<file path="src/rtl/ysyx_23060075_axi_arbiter_pkg.sv">
// Shared definitions for the IFU/LSU AXI-lite arbiter: FSM state encoding,
// master indices and the state-to-grant decode.
package ysyx_23060075_axi_arbiter_pkg;

    typedef enum logic [1:0] {
        ARB_IDLE = 2'd0,
        ARB_RD0  = 2'd1,
        ARB_RD1  = 2'd2,
        ARB_WR1  = 2'd3
    } arb_state_e;

    localparam int IFU = 0;
    localparam int LSU = 1;

    // One-hot owner {m1,m0}; zero while idle.
    function automatic logic [1:0] grant_of(input arb_state_e s);
        case (s)
            ARB_RD0:          grant_of = 2'b01;
            ARB_RD1, ARB_WR1: grant_of = 2'b10;
            default:          grant_of = 2'b00;
        endcase
    endfunction

endpackage

</file>
<file path="src/rtl/ysyx_23060075_rr_arb2.sv">
// Two-requester round-robin picker. The last-grant flag remembers whether
// requester 0 (IFU) won most recently; ties go to the other requester.
module ysyx_23060075_rr_arb2
    import ysyx_23060075_axi_arbiter_pkg::*;
(
    input  logic       clk,
    input  logic       rst,
    input  logic       en,
    input  logic       req0,
    input  logic       req1,
    output logic [1:0] pick
);

    logic last_m0_reg;

    always_comb begin
        pick = 2'b00;
        if (en) begin
            if (req0 && req1) begin
                pick = last_m0_reg ? 2'b10 : 2'b01;
            end else begin
                pick = {req1, req0};
            end
        end
    end

    always_ff @(posedge clk or negedge rst) begin
        if (!rst) begin
            last_m0_reg <= 1'b1;
        end else if (pick[IFU]) begin
            last_m0_reg <= 1'b1;
        end else if (pick[LSU]) begin
            last_m0_reg <= 1'b0;
        end
    end

endmodule

</file>
<file path="src/rtl/ysyx_23060075_axi_arbiter.sv">
// Two-master (IFU read-only, LSU read/write) to one-slave AXI-lite arbiter.
// One transaction in flight; the owner's channels are muxed straight through.
module ysyx_23060075_axi_arbiter
    import ysyx_23060075_axi_arbiter_pkg::*;
#(
    parameter int W = 32
) (
    input  logic         clk,
    input  logic         rst,

    input  logic [W-1:0] m0_araddr,
    input  logic         m0_arvalid,
    output logic         m0_arready,
    output logic [W-1:0] m0_rdata,
    output logic [W-1:0] m0_rresp,
    output logic         m0_rvalid,
    input  logic         m0_rready,

    input  logic [W-1:0] m1_araddr,
    input  logic         m1_arvalid,
    output logic         m1_arready,
    output logic [W-1:0] m1_rdata,
    output logic [W-1:0] m1_rresp,
    output logic         m1_rvalid,
    input  logic         m1_rready,
    input  logic [W-1:0] m1_awaddr,
    input  logic         m1_awvalid,
    output logic         m1_awready,
    input  logic [W-1:0] m1_wdata,
    input  logic [W-1:0] m1_wstrb,
    input  logic         m1_wvalid,
    output logic         m1_wready,
    output logic [W-1:0] m1_bresp,
    output logic         m1_bvalid,
    input  logic         m1_bready,

    output logic [W-1:0] s_araddr,
    output logic         s_arvalid,
    input  logic         s_arready,
    input  logic [W-1:0] s_rdata,
    input  logic [W-1:0] s_rresp,
    input  logic         s_rvalid,
    output logic         s_rready,
    output logic [W-1:0] s_awaddr,
    output logic         s_awvalid,
    input  logic         s_awready,
    output logic [W-1:0] s_wdata,
    output logic [W-1:0] s_wstrb,
    output logic         s_wvalid,
    input  logic         s_wready,
    input  logic [W-1:0] s_bresp,
    input  logic         s_bvalid,
    output logic         s_bready,

    output logic [1:0]   grant
);

    arb_state_e state_reg;
    logic [1:0] pick;
    logic       req1w;

    assign req1w = m1_awvalid | m1_wvalid;

    ysyx_23060075_rr_arb2 u_rr (
        .clk  (clk),
        .rst  (rst),
        .en   (state_reg == ARB_IDLE),
        .req0 (m0_arvalid),
        .req1 (m1_arvalid | req1w),
        .pick (pick)
    );

    // Arbitration takes the single IDLE cycle; release always passes back
    // through IDLE so consecutive transactions are separated by one cycle.
    always_ff @(posedge clk or negedge rst) begin
        if (!rst) begin
            state_reg <= ARB_IDLE;
        end else begin
            case (state_reg)
                ARB_IDLE: begin
                    if (pick[IFU]) begin
                        state_reg <= ARB_RD0;
                    end else if (pick[LSU]) begin
                        state_reg <= req1w ? ARB_WR1 : ARB_RD1;
                    end
                end
                ARB_RD0, ARB_RD1: begin
                    if (s_rvalid && s_rready) state_reg <= ARB_IDLE;
                end
                ARB_WR1: begin
                    if (s_bvalid && s_bready) state_reg <= ARB_IDLE;
                end
                default: state_reg <= ARB_IDLE;
            endcase
        end
    end

    assign grant = grant_of(state_reg);

    always_comb begin
        m0_arready = 1'b0;
        m0_rdata   = '0;
        m0_rresp   = '0;
        m0_rvalid  = 1'b0;
        m1_arready = 1'b0;
        m1_rdata   = '0;
        m1_rresp   = '0;
        m1_rvalid  = 1'b0;
        m1_awready = 1'b0;
        m1_wready  = 1'b0;
        m1_bresp   = '0;
        m1_bvalid  = 1'b0;
        s_araddr   = '0;
        s_arvalid  = 1'b0;
        s_rready   = 1'b0;
        s_awaddr   = '0;
        s_awvalid  = 1'b0;
        s_wdata    = '0;
        s_wstrb    = '0;
        s_wvalid   = 1'b0;
        s_bready   = 1'b0;
        case (state_reg)
            ARB_RD0: begin
                s_araddr   = m0_araddr;
                s_arvalid  = m0_arvalid;
                m0_arready = s_arready;
                m0_rdata   = s_rdata;
                m0_rresp   = s_rresp;
                m0_rvalid  = s_rvalid;
                s_rready   = m0_rready;
            end
            ARB_RD1: begin
                s_araddr   = m1_araddr;
                s_arvalid  = m1_arvalid;
                m1_arready = s_arready;
                m1_rdata   = s_rdata;
                m1_rresp   = s_rresp;
                m1_rvalid  = s_rvalid;
                s_rready   = m1_rready;
            end
            ARB_WR1: begin
                // aw and w complete independently; the slave drops each ready on its own.
                s_awaddr   = m1_awaddr;
                s_awvalid  = m1_awvalid;
                m1_awready = s_awready;
                s_wdata    = m1_wdata;
                s_wstrb    = m1_wstrb;
                s_wvalid   = m1_wvalid;
                m1_wready  = s_wready;
                m1_bresp   = s_bresp;
                m1_bvalid  = s_bvalid;
                s_bready   = m1_bready;
            end
            default: ;
        endcase
    end

endmodule

</file>
<file path="config.mk">
export PLATFORM = sky130hd
export DESIGN_NAME = ysyx_23060075_axi_arbiter
export DESIGN_NICKNAME = d
export VERILOG_FILES = /design/src/rtl/ysyx_23060075_axi_arbiter_pkg.sv /design/src/rtl/ysyx_23060075_rr_arb2.sv /design/src/rtl/ysyx_23060075_axi_arbiter.sv
export SDC_FILE = /design/constraint.sdc
export NUM_CORES = 1
export LEC_CHECK = 0
export ABC_AREA = 1
export BUFFER_PORTS_ARGS = -buffer_cell sky130_fd_sc_hd__buf_2
export CAP_MARGIN = 25
export CORE_AREA = 10 10 212 214
export DETAILED_ROUTE_END_ITERATION = 8
export DIE_AREA = 0 0 222 224
export PLACE_DENSITY = 0.42
export SLEW_MARGIN = 20
export SYNTH_ARGS = -nofsm -noshare
export SYNTH_HDL_FRONTEND = slang
export SYNTH_HIERARCHICAL = 1
export SYNTH_SLANG_ARGS = --single-unit
</file>
<file path="constraint.sdc">
create_clock -name clk -period 1.5 [get_ports clk]
set_clock_uncertainty 0.2 [all_clocks]
set_input_delay 0 -clock clk [delete_from_list [all_inputs] [get_ports clk]]
set_output_delay 0 -clock clk [all_outputs]
set_load 0.05 [all_outputs]
</file>
==> results.md, run 1 <==
* Pin count of the biggest net entering global routing at between 40 and 50
* Post-synthesis mux area share at 0%
* Gr ovfl total at 0
* TritonCTS clock tree: built
* Row Count at 74
* Yosys synthesis warning count at 6
* Die area at ~0.050 mm2
* Simple-gate share of the synthesized area at a little under half
* Sequential area share after synthesis at ~2.6%
* Fin util at between 20 and 30%
* Fmax at about 520 MHz
* Combinational family with the most area after synthesis: simple AND/OR/NAND/NOR gates
* Io pins at roughly 570
* Initial DRC count at approximately 180
* TritonCTS Buffers at 3
* Average vias per placed instance at between 3 and 4
* Routability cong. at 0.8380
* Adder-cell area share of the yosys netlist at between 2 and 2.5%
* Tot Pwr at about 22 mW
* Synth Cell Area at 0.002965 mm2
* Final period util at 129.2%
* Final min period at 1.938 ns
* Mapped Nets at 995
* All-Layer GR Usage at between 10% and 20%
* Vias at between 6000 and 7000
* Initial antenna violation count at 1
* Port bufs at roughly 570
* Routed WL at approximately 32 mm
* Multi-input logic area at 0.002893 mm2
* Clk buf depth at 2
* DR WL/cell at ~17 um
* CTS clk-pin slew, worst paths at 0.03 ns
* Area grow syn2layout at 288.5%
* Setup violators final at approximately 300
* XOR/XNOR share of the synthesized area at 0%
* Non-Filler Instances at 1882
* Nature of the critical path startpoint: flip-flop
* Die Height at between 200 and 250 um
* Seq. cell area at ~79 um2
* Core outline area at about 0.041 mm2
* Worst Tran Pin Value at 0.3235 ns
* CP Launch Point: state_reg[0]
* Placement Setup Slack at -0.3589 ns
* Pwr/cell area at roughly 1900 mW/mm2
* Setup crit end kind: output port
* DP HPWL at 22.85 mm
* Drt first pass iters at 4
* H-tree Lvls at 1
* First-pass GRT wire length at approximately 42 mm
* VDD IR max at approximately 0.00075 V
* Later-pin clock latency in the skew report at around 0.22 ns
* Fillcell total at between 4000 and 5000
* RSZ-0062 raised after global routing: true
* Starting Density at around 7.3%
* Number of synthesized register bits at 3
* Max-Cap Viols at 0
* WS Path Type: flip-flop to output port
* Post-route antenna net violation count at 0
* Crit path max fanout at 12
* Max-slew headroom at approximately 80%
* Worst hold start: m0_arvalid
* Share of cells above drive strength 1 at between 70% and 80%
* Post-synthesis compound-gate area fraction at approximately 6.1%
* Mapped Cells at between 700 and 800
* Hold crit path type: input pin to flip-flop
* Final worst setup slack at -0.4380 ns
* Clock root cell: clkbuf_16
* Final hold violation count at 0
* Final net count at 1625
* Outcome: finished with violations
* Syn_area_per_cell at ~4.1 um2
* Required time of the worst setup path at between 1 and 1.5 ns
* Clk sink count at 3
* Violated checks: setup timing
* Yosys cell types at 14
* # DRC at 0
* Setup TNS at -97.21 ns
* Vias in the first global route at slightly below 7000
* CP arrival at ~1.7 ns
* Max-slew violations at 0
* Die W at ~220 um
* Inst Count DP at approximately 1800
* Leak at ~6.7 nW
* RR Startpoint: state_reg[0]
* Largest register FFs at 2
-- path summary, 6_finish.rpt --
kind,end,slack [ns],cells past startpoint
setup / recovery,m0_rdata[17],-0.44,7
hold / removal,u_rr/last_m0_reg,0.01,6
setup reg to reg,state_reg[1],-0.21,10
hold reg to reg,u_rr/last_m0_reg,0.27,2
max in group asynchronous,state_reg[1],0.46,3
min in group asynchronous,u_rr/last_m0_reg,0.09,2
-- Yosys cell counts --
master,instances,share of area (%)
nand2_1,352,45
inv_1,275,35
a21oi_1,36,6.1
buf_2,20,3.4
buf_4,15,3.8
ha_1,5,2.1
nor2_1,5,0.63
buf_6,3,1.1
clkbuf_1,2,0.25
dfrtp_1,2,1.7
nand3_1,2,0.34
dfstp_2,1,0.89
inv_2,1,0.13
nand2_2,1,0.21
-- worst max-delay path, stage by stage (launching register included) --
cell and delay, ns:
dfrtp_2 0.41, buf_6 0.12, ha_4 0.21, buf_12 0.15
bufbuf_16 0.28, nand2_1 0.07, inv_1 0.09, buf_6 0.16
-- layout make-up --
cell class                 instances  area share, %
antenna                            1        0.02172
tap                              532          5.778
multi-input combinational        401          25.11
timing repair buffer             665          56.25
clock buffer                       4         0.6843
inverter                         276          11.47
sequential                         3         0.6843
-- layout by cell type, fill, tap and decap left out --
master,synthesis,routed
buf_4,15,60
inv_4,0,6
clkbuf_1,2,1
bufbuf_16,0,1
buf_8,0,85
buf_12,0,48
nand3_1,2,2
clkbuf_4,0,4
nand2_8,0,4
inv_1,275,125
clkinvlp_4,0,70
a21oi_4,0,34
dfrtp_2,0,2
buf_16,0,13
a21oi_1,36,2
inv_2,1,74
inv_8,0,1
nand2_2,1,78
nor2_4,0,1
buf_2,20,293
diode_2,0,1
dlygate4sd3_1,0,3
buf_6,3,151
ha_4,0,4
nand2_1,352,192
ha_1,5,1
nor2_1,5,3
clkbuf_16,0,10
nor2_2,0,1
nand2_4,0,79
dfstp_2,1,1
-- cells by family (layout without fill, tap and decap cells) --
family,Yosys count,count (layout)
other cells,0,1
compound gates,36,36
flops,3,3
simple gates,360,360
buf+inv,316,945
fa+ha+maj,5,5
-- per-stage QoR --
stage / instance area, um2 / hold WS, ns
floorplan: 3771 / -0.4956
global placement: 7691 / -0.3962
detailed placement: 7691 / -0.3942
CTS: 9792 / 0.01095
global route: 11520 / 0.05540
finish: 11520 / 0.01188
-- metal layers --
layer  wire length, um  vias up  track usage [%]
met3              3043       25            3.711
met4               525        0            1.251
met5                 0        -                0
met1             11370     2884            11.09
met2             16750      386            20.75
li1                  -     3168                -
-- timing repair --
action / 4_1_cts / 5_1_grt
setup endpoints to repair: 304 / 304
resized for setup: 468 / 520
cloned: 15 / 11
hold buffers: 3 / 0
endpoints found under the hold margin: 4 / 0
buffers inserted: 19 / 12
pin swaps: 17 / 13
-- where the power goes --
group	switching, mW	leakage, nW	internal, mW	total (mW)
sequential	0.0502	0.0332	0.136	0.186
combinational	13.0	6.66	8.40	21.4
clock	0.0720	0.0382	0.351	0.423
Power figures use the tool's default switching activity.
==> inputs of run 2 (changes only) <==
--- a/config.mk
+++ b/config.mk
@@ -12,6 +12,7 @@
 export DETAILED_ROUTE_END_ITERATION = 8
 export DIE_AREA = 0 0 222 224
 export PLACE_DENSITY = 0.42
+export RECOVER_POWER = 100
 export SLEW_MARGIN = 20
 export SYNTH_ARGS = -nofsm -noshare
 export SYNTH_HDL_FRONTEND = slang
==> run 2 against run 1 <==
  * The flow still finishes with violations (setup timing)
  * Core utilization hardly changed
  * Maximum frequency hardly changed
  * Count of clock-buffer cells in the layout stayed put
  * Setup slack hardly changed
  * Via count barely moved
  * Critical path depth unchanged
==> results.md, run 2 (same netlist as run 1, synthesis figures left out) <==
* Critical path's top delay family: buffers and inverters
* Clock root cell: clkbuf_16
* Most numerous cell on the critical path: buf_6
* Clk buf depth at 2
* Vias at 6467
* Drt first pass iters at 4
* Gr busiest metal: met2
* Final period util at 129.2%
* Port bufs at approximately 570
* Initial antenna violation count at 1
* H-tree Lvls at 1
* Violated checks: setup timing
* Routed WL at 31.71 mm
* CP max-delay cell: dfrtp_2
* RSZ-0062 raised after global routing: true
* Seq. cell area at just under 80 um2
* Hold crit path type: input pin to flip-flop
* R2R Setup Slk at -0.21 ns
* Setup crit end kind: output port
* FF-to-FF path depth at 10
* Commonest non-fill, non-tap cell in the layout: buf_2
* Met1 Use GR at 11.09%
* Average vias per placed instance at about 3.4
* Tot Pwr at 22.04 mW
* All-Layer GR Usage at 10.69%
* Core outline area at a little over 0.04 mm2
* Required time of the worst setup path at 1.30 ns
* Later-pin clock latency in the skew report at 0.22 ns
* Commonest cells after routing, fill and taps aside: 292 x buf_2, 192 x nand2_1, 151 x buf_6, 125 x inv_1, 85 x buf_8
* Io pins at between 500 and 600
* Pin count of the biggest net entering global routing at 42
* Instance count on the critical path at 7
* TritonCTS Buffers at 3
* Hold_ws at between 0.01 and 0.015 ns
* Max-Cap Viols at 0
* Pwr/cell area at between 1500 and 2000 mW/mm2
* Switching Fraction at 59.69%
* Post-route antenna net violation count at 0
* Clk sink count at 3
* TritonCTS clock tree: built
* WS Path Type: flip-flop to output port
* Area grow syn2layout at 288.4%
* NetSw at around 13 mW
* Final min period at slightly below 2 ns
* Starting Density at around 7.3%
* Combinational power share at approximately 97%
* VDD IR max at around 0.00074 V
* # DRC at 0
* Nature of the critical path startpoint: flip-flop
* Sequential share of power at less than 1%
* Leak at 6.732 nW
* Fmax at approximately 520 MHz
* Crit-path cells: buf_6 > ha_4 > buf_12 > bufbuf_16 > nand2_1 > inv_1 > buf_6
* Gr ovfl total at 0
* Final worst setup slack at -0.4379 ns
* Row Count at between 70 and 80
* Clock Power Share at around 1.9%
* M3 GR Usage at approximately 3.7%
* Worst Tran Pin Value at 0.3235 ns
* Crit path max fanout at 12
* Outcome: finished with violations
* CP arrival at 1.74 ns
* Setup violators final at 304
* CTS clk-pin slew, worst paths at ~0.030 ns
* Vias in the first global route at about 7000
* Multi-input logic area at 0.002893 mm2
* Die area at a little under 0.05 mm2
* Largest register FFs at 2
* Initial DRC count at around 180
* Met2 Usage GRT at between 20% and 30%
* First-pass GRT wire length at between 40 and 50 mm
* DR WL/cell at about 17 um
* Worst path max stage delay at 0.41 ns
* Share of cells above drive strength 1 at 75.54%
* Final hold violation count at 0
* Die W at around 220 um
* Critical path buffers and inverters at 5
* Max-slew headroom at about four fifths
* Die Height at roughly 220 um
* Final net count at roughly 1600
* Fillcell total at between 4000 and 5000
* Routability cong. at 0.8380
* Internal at around 8.9 mW
* Hold path depth at 6
* DP HPWL at 22.85 mm
* Max-slew violations at 0
run 2: layout make-up:
class / instances / share of cell area (%)
Antenna cell: 1 / 0.02173
Clock buffer: 4 / 0.6843
Inverter: 276 / 11.47
Multi-Input combinational cell: 401 / 25.11
Sequential cell: 3 / 0.6843
Tap cell: 532 / 5.779
Timing Repair Buffer: 665 / 56.25
run 2: repair_timing:
item                                    in CTS  in global routing
endpoints found under the setup margin     304                304
hold buffers                                 3                  0
gates resized for setup                    468                520
gates cloned                                15                 11
endpoints found under the hold margin        4                  0
pin swaps                                   17                 13
setup buffers                               19                 12
run 2: final timing paths:
path,startpoint,endpoint
max,state_reg[0],m0_rdata[17]
min,m0_arvalid,u_rr/last_m0_reg
max reg2reg,state_reg[0],state_reg[1]
min reg2reg,u_rr/last_m0_reg,u_rr/last_m0_reg
max in group asynchronous,rst,state_reg[1]
min in group asynchronous,rst,u_rr/last_m0_reg
run 2: metal layers:
layer / vias to the layer above / share of wire, %
li1: 3167 / -
met3: 25 / 9.6
met4: 0 / 1.7
met5: - / 0
met1: 2889 / 36
met2: 386 / 53
run 2: tightest hold or removal path, stage by stage:
cell and delay, ns:
buf_2 0.12, nand2_1 0.05, inv_1 0.04, nand2_1 0.08, buf_4 0.10, nand2_1 0.04
run 2: power by group through the flow:
stage | combinational [mW] | clock, mW | sequential [mW]
after floorplan | 11.0 | 0 | 0.166
after global placement | 15.1 | 0 | 0.180
after detailed placement | 15.1 | 0 | 0.182
after CTS | 19.2 | 0.431 | 0.185
after global routing | 22.4 | 0.444 | 0.192
final | 21.4 | 0.423 | 0.186
run 2: through the flow:
| stage | area (um2) | worst slack (ns) | cells | setup TNS, ns | util, % |
|---|---|---|---|---|---|
| floorplan | 3771 | -0.04671 | 720 | -2.162 | - |
| finish | 11520 | -0.4379 | 1882 | -97.19 | 28.40 |
| global placement | 7691 | -0.3240 | 1821 | -45.17 | 18.97 |
| CTS | 9792 | -0.4317 | 1862 | -103.30 | 24.15 |
| global route | 11520 | -0.4939 | 1882 | -116.86 | 28.40 |
| detailed placement | 7691 | -0.3589 | 1821 | -52.00 | 18.97 |
==> inputs of run 3 (changes only) <==
--- a/config.mk
+++ b/config.mk
@@ -5,13 +5,12 @@
 export SDC_FILE = /design/constraint.sdc
 export NUM_CORES = 1
 export LEC_CHECK = 0
-export ABC_AREA = 1
 export BUFFER_PORTS_ARGS = -buffer_cell sky130_fd_sc_hd__buf_2
 export CAP_MARGIN = 25
-export CORE_AREA = 10 10 212 214
+export CORE_AREA = 10 10 214 216
 export DETAILED_ROUTE_END_ITERATION = 8
-export DIE_AREA = 0 0 222 224
-export PLACE_DENSITY = 0.42
+export DIE_AREA = 0 0 224 226
+export PLACE_DENSITY = 0.41
 export RECOVER_POWER = 100
 export SLEW_MARGIN = 20
 export SYNTH_ARGS = -nofsm -noshare
==> run 3 against run 2 <==
  * The run ends with hold timing, setup timing left
  * Highest routed layer is now met5
  * Largest cell class unchanged
  * Area after synthesis shrank 12%
  * Count of clock-buffer cells in the layout is the same
  * Non-clock buffer count shrank 31
  * Critical path type unchanged
  * Global-route usage grew 2.3 points
==> results.md, run 3 <==
* Pin count of the biggest net entering global routing at between 50 and 60
* Drt first pass iters at 4
* Synth top area cells: and2_1 64%, a22oi_1 9.5%, nor2b_1 8.2%, clkbuf_1 3.2%, ha_1 2.4%
* Syn_area_per_cell at roughly 6.4 um2
* Yosys synthesis warning count at 6
* Crit-path cells: buf_6 > ha_4 > buf_8 > buf_6 > clkbuf_16 > and2_4 > buf_12
* Final min period at 1.903 ns
* # DRC at 0
* Area fraction of the dominant cell type after synthesis at approximately 64%
* Clk sink count at 3
* Area grow syn2layout at 318.3%
* Core outline area at between 0.04 and 0.05 mm2
* Synth Cell Area at 0.002595 mm2
* Max-slew headroom at ~78%
* Die Height at 226 um
* Share of cells above drive strength 1 at between 90% and 100%
* Worst hold start: m1_wvalid
* Die area at 0.05062 mm2
* Async set or reset register ratio after synthesis at 100.0%
* Top-count cell post-synth: and2_1
* Hold path depth at 3
* R2R Setup Slk at -0.26 ns
* Crit path max fanout at 7
* Setup violators final at 304
* Io pins at ~570
* VDD IR max at 0.001118 V
* Reg2reg end: state_reg[0]
* Largest register FFs at 2
* Later-pin clock latency in the skew report at about 0.22 ns
* Max-Cap Viols at 0
* Port bufs at between 500 and 600
* Post-route antenna net violation count at 0
* Number of synthesized register bits at 3
* Starting Density at around 6.2%
* TritonCTS clock tree: built
* Critical path buffers and inverters at 5
* CP max-delay cell: dfrtp_2
* Critical path's top delay family: buffers and inverters
* RR Startpoint: state_reg[1]
* Nature of the critical path startpoint: flip-flop
* H-tree Lvls at 1
* Final worst setup slack at -0.4031 ns
* Vias in the first global route at between 6000 and 7000
* Primary FF master, synth: dfrtp_1
* Commonest non-fill, non-tap cell in the layout: buf_2
* Sequential area share after synthesis at a little under 3%
* First-pass GRT wire length at 47.22 mm
* Yosys top cell by area: and2_1
* Violated checks: hold timing, setup timing
* Die W at ~220 um
* Initial antenna violation count at 19
* Pwr/cell area at between 2000 and 2500 mW/mm2
* CP arrival at ~1.7 ns
* Outcome: finished with violations
* TritonCTS Buffers at 3
* Final period util at 126.9%
* Vias at 5458
* Final hold violation count at 1
* Hold Path End: state_reg[0]
* Leak at between 5 and 6 nW
* Most numerous cell on the critical path: buf_6
* Clk buf depth at 2
* Routability cong. at approximately 0.88
* FF-to-FF path depth at 7
* Hold_ws at -0.01107 ns
* Setup crit end kind: output port
* All-Layer GR Usage at between 10% and 20%
* Required time of the worst setup path at 1.30 ns
* Mapped Nets at around 680
* DP HPWL at 29.42 mm
* DR WL/cell at 23.45 um
* Clock root cell: clkbuf_16
* CTS clk-pin slew, worst paths at around 0.03 ns
* Max-slew violations at 0
* Worst path max stage delay at about 0.43 ns
* Yosys cell types at 24
* Final net count at 1277
* Average vias per placed instance at about 3.5
* Number of synthesized flops with an enable pin at 0
* Commonest cells after routing, fill and taps aside: 269 x buf_2, 141 x and2_4, 114 x buf_6, 102 x buf_12, 91 x buf_8
* Fmax at 525.5 MHz
* RSZ-0062 raised after global routing: true
* Gr ovfl total at 0
* Fin util at roughly a quarter
* Row Count at 75
* Mapped Cells at roughly 400
* Worst Tran Pin Value at ~0.33 ns
* WS Path Type: flip-flop to output port
* Tot Pwr at about 23 mW
* Hold crit path type: input pin to flip-flop
* Placement Setup Slack at -0.3220 ns
* Routed WL at between 30 and 40 mm
* Initial DRC count at between 80 and 90
* Most frequent cells after synthesis: 266 x and2_1, 34 x nor2b_1, 33 x a22oi_1
## run 3: changes by cell type after synthesis, sizes merged, moves of 3 or more
cell	before	now
nor2b	0	34
nand2	353	4
clkbuf	2	27
a22oi	0	34
buf	38	13
inv	276	4
and2	0	266
a21oi	36	3
nor2	5	2
## run 3: cell type report
type                       count  area [um2]
fill                        4396       30720
sequential                     3       77.57
timing repair buffer         634        6745
tap                          539       674.4
inverter                       4       15.01
antenna                        4       10.01
clock buffer                   4       78.83
multi-input combinational    356        3254
## run 3: routing by layer
metal,vias up,track usage (%),routed length [um]
met5,-,0,95
met4,12,2.304,685
met3,44,6.252,3905
met2,374,25.83,20060
met1,2569,11.57,11460
li1,2459,-,-
## run 3: logic make-up after synthesis
family	Yosys count	synth area share (%)
buffers and inverters	44	8.100
multiplexers	2	0.7715
AO/OA/AOI/OAI	40	11.86
AND/OR/NAND/NOR	309	73.92
adder cells (fa/ha/maj)	5	2.411
flip-flops	3	2.941
## run 3: worst max path at each step
stage | cells after the start | start | end | slack [ns]
floorplan | 7 | state_reg[0] | grant[1] | -0.10
global placement | 6 | state_reg[1] | s_araddr[22] | -0.25
detailed placement | 6 | state_reg[1] | s_araddr[0] | -0.32
CTS | 7 | state_reg[1] | s_araddr[21] | -0.41
global route | 7 | state_reg[0] | s_awaddr[26] | -0.45
finish | 7 | state_reg[0] | m1_wready | -0.40
## run 3: power breakdown
| group | internal [mW] | switching, mW |
|---|---|---|
| Combinational | 10.3 | 12.4 |
| Clock | 0.350 | 0.0664 |
| Sequential | 0.138 | 0.0452 |
## run 3: metrics by stage
stage / area (um2) / instances / setup TNS, ns
floorplan: 3197 / 403 / -2.697
global placement: 8095 / 1500 / -36.60
CTS: 10340 / 1535 / -98.19
detailed placement: 8095 / 1500 / -47.58
finish: 10860 / 1544 / -86.81
global route: 10850 / 1543 / -104.27
## run 3: repair_timing
| item | in CTS | in global routing |
|---|---|---|
| hold endpoints to repair | 4 | 0 |
| buffers inserted | 17 | 4 |
| cloned | 13 | 5 |
| gates resized for setup | 522 | 154 |
| pin swaps | 40 | 17 |
| endpoints found under the setup margin | 303 | 305 |
| hold buffers | 2 | 0 |
## run 3: worst register-to-register path, delay by kind of cell, from the launching register on
family / cells / cell delay [ns]
DFF: 1 / 0.40
AOI/OAI and AO/OA: 3 / 0.34
buffers and inverters: 2 / 0.31
adders and majority gates: 1 / 0.23
muxes: 1 / 0.15
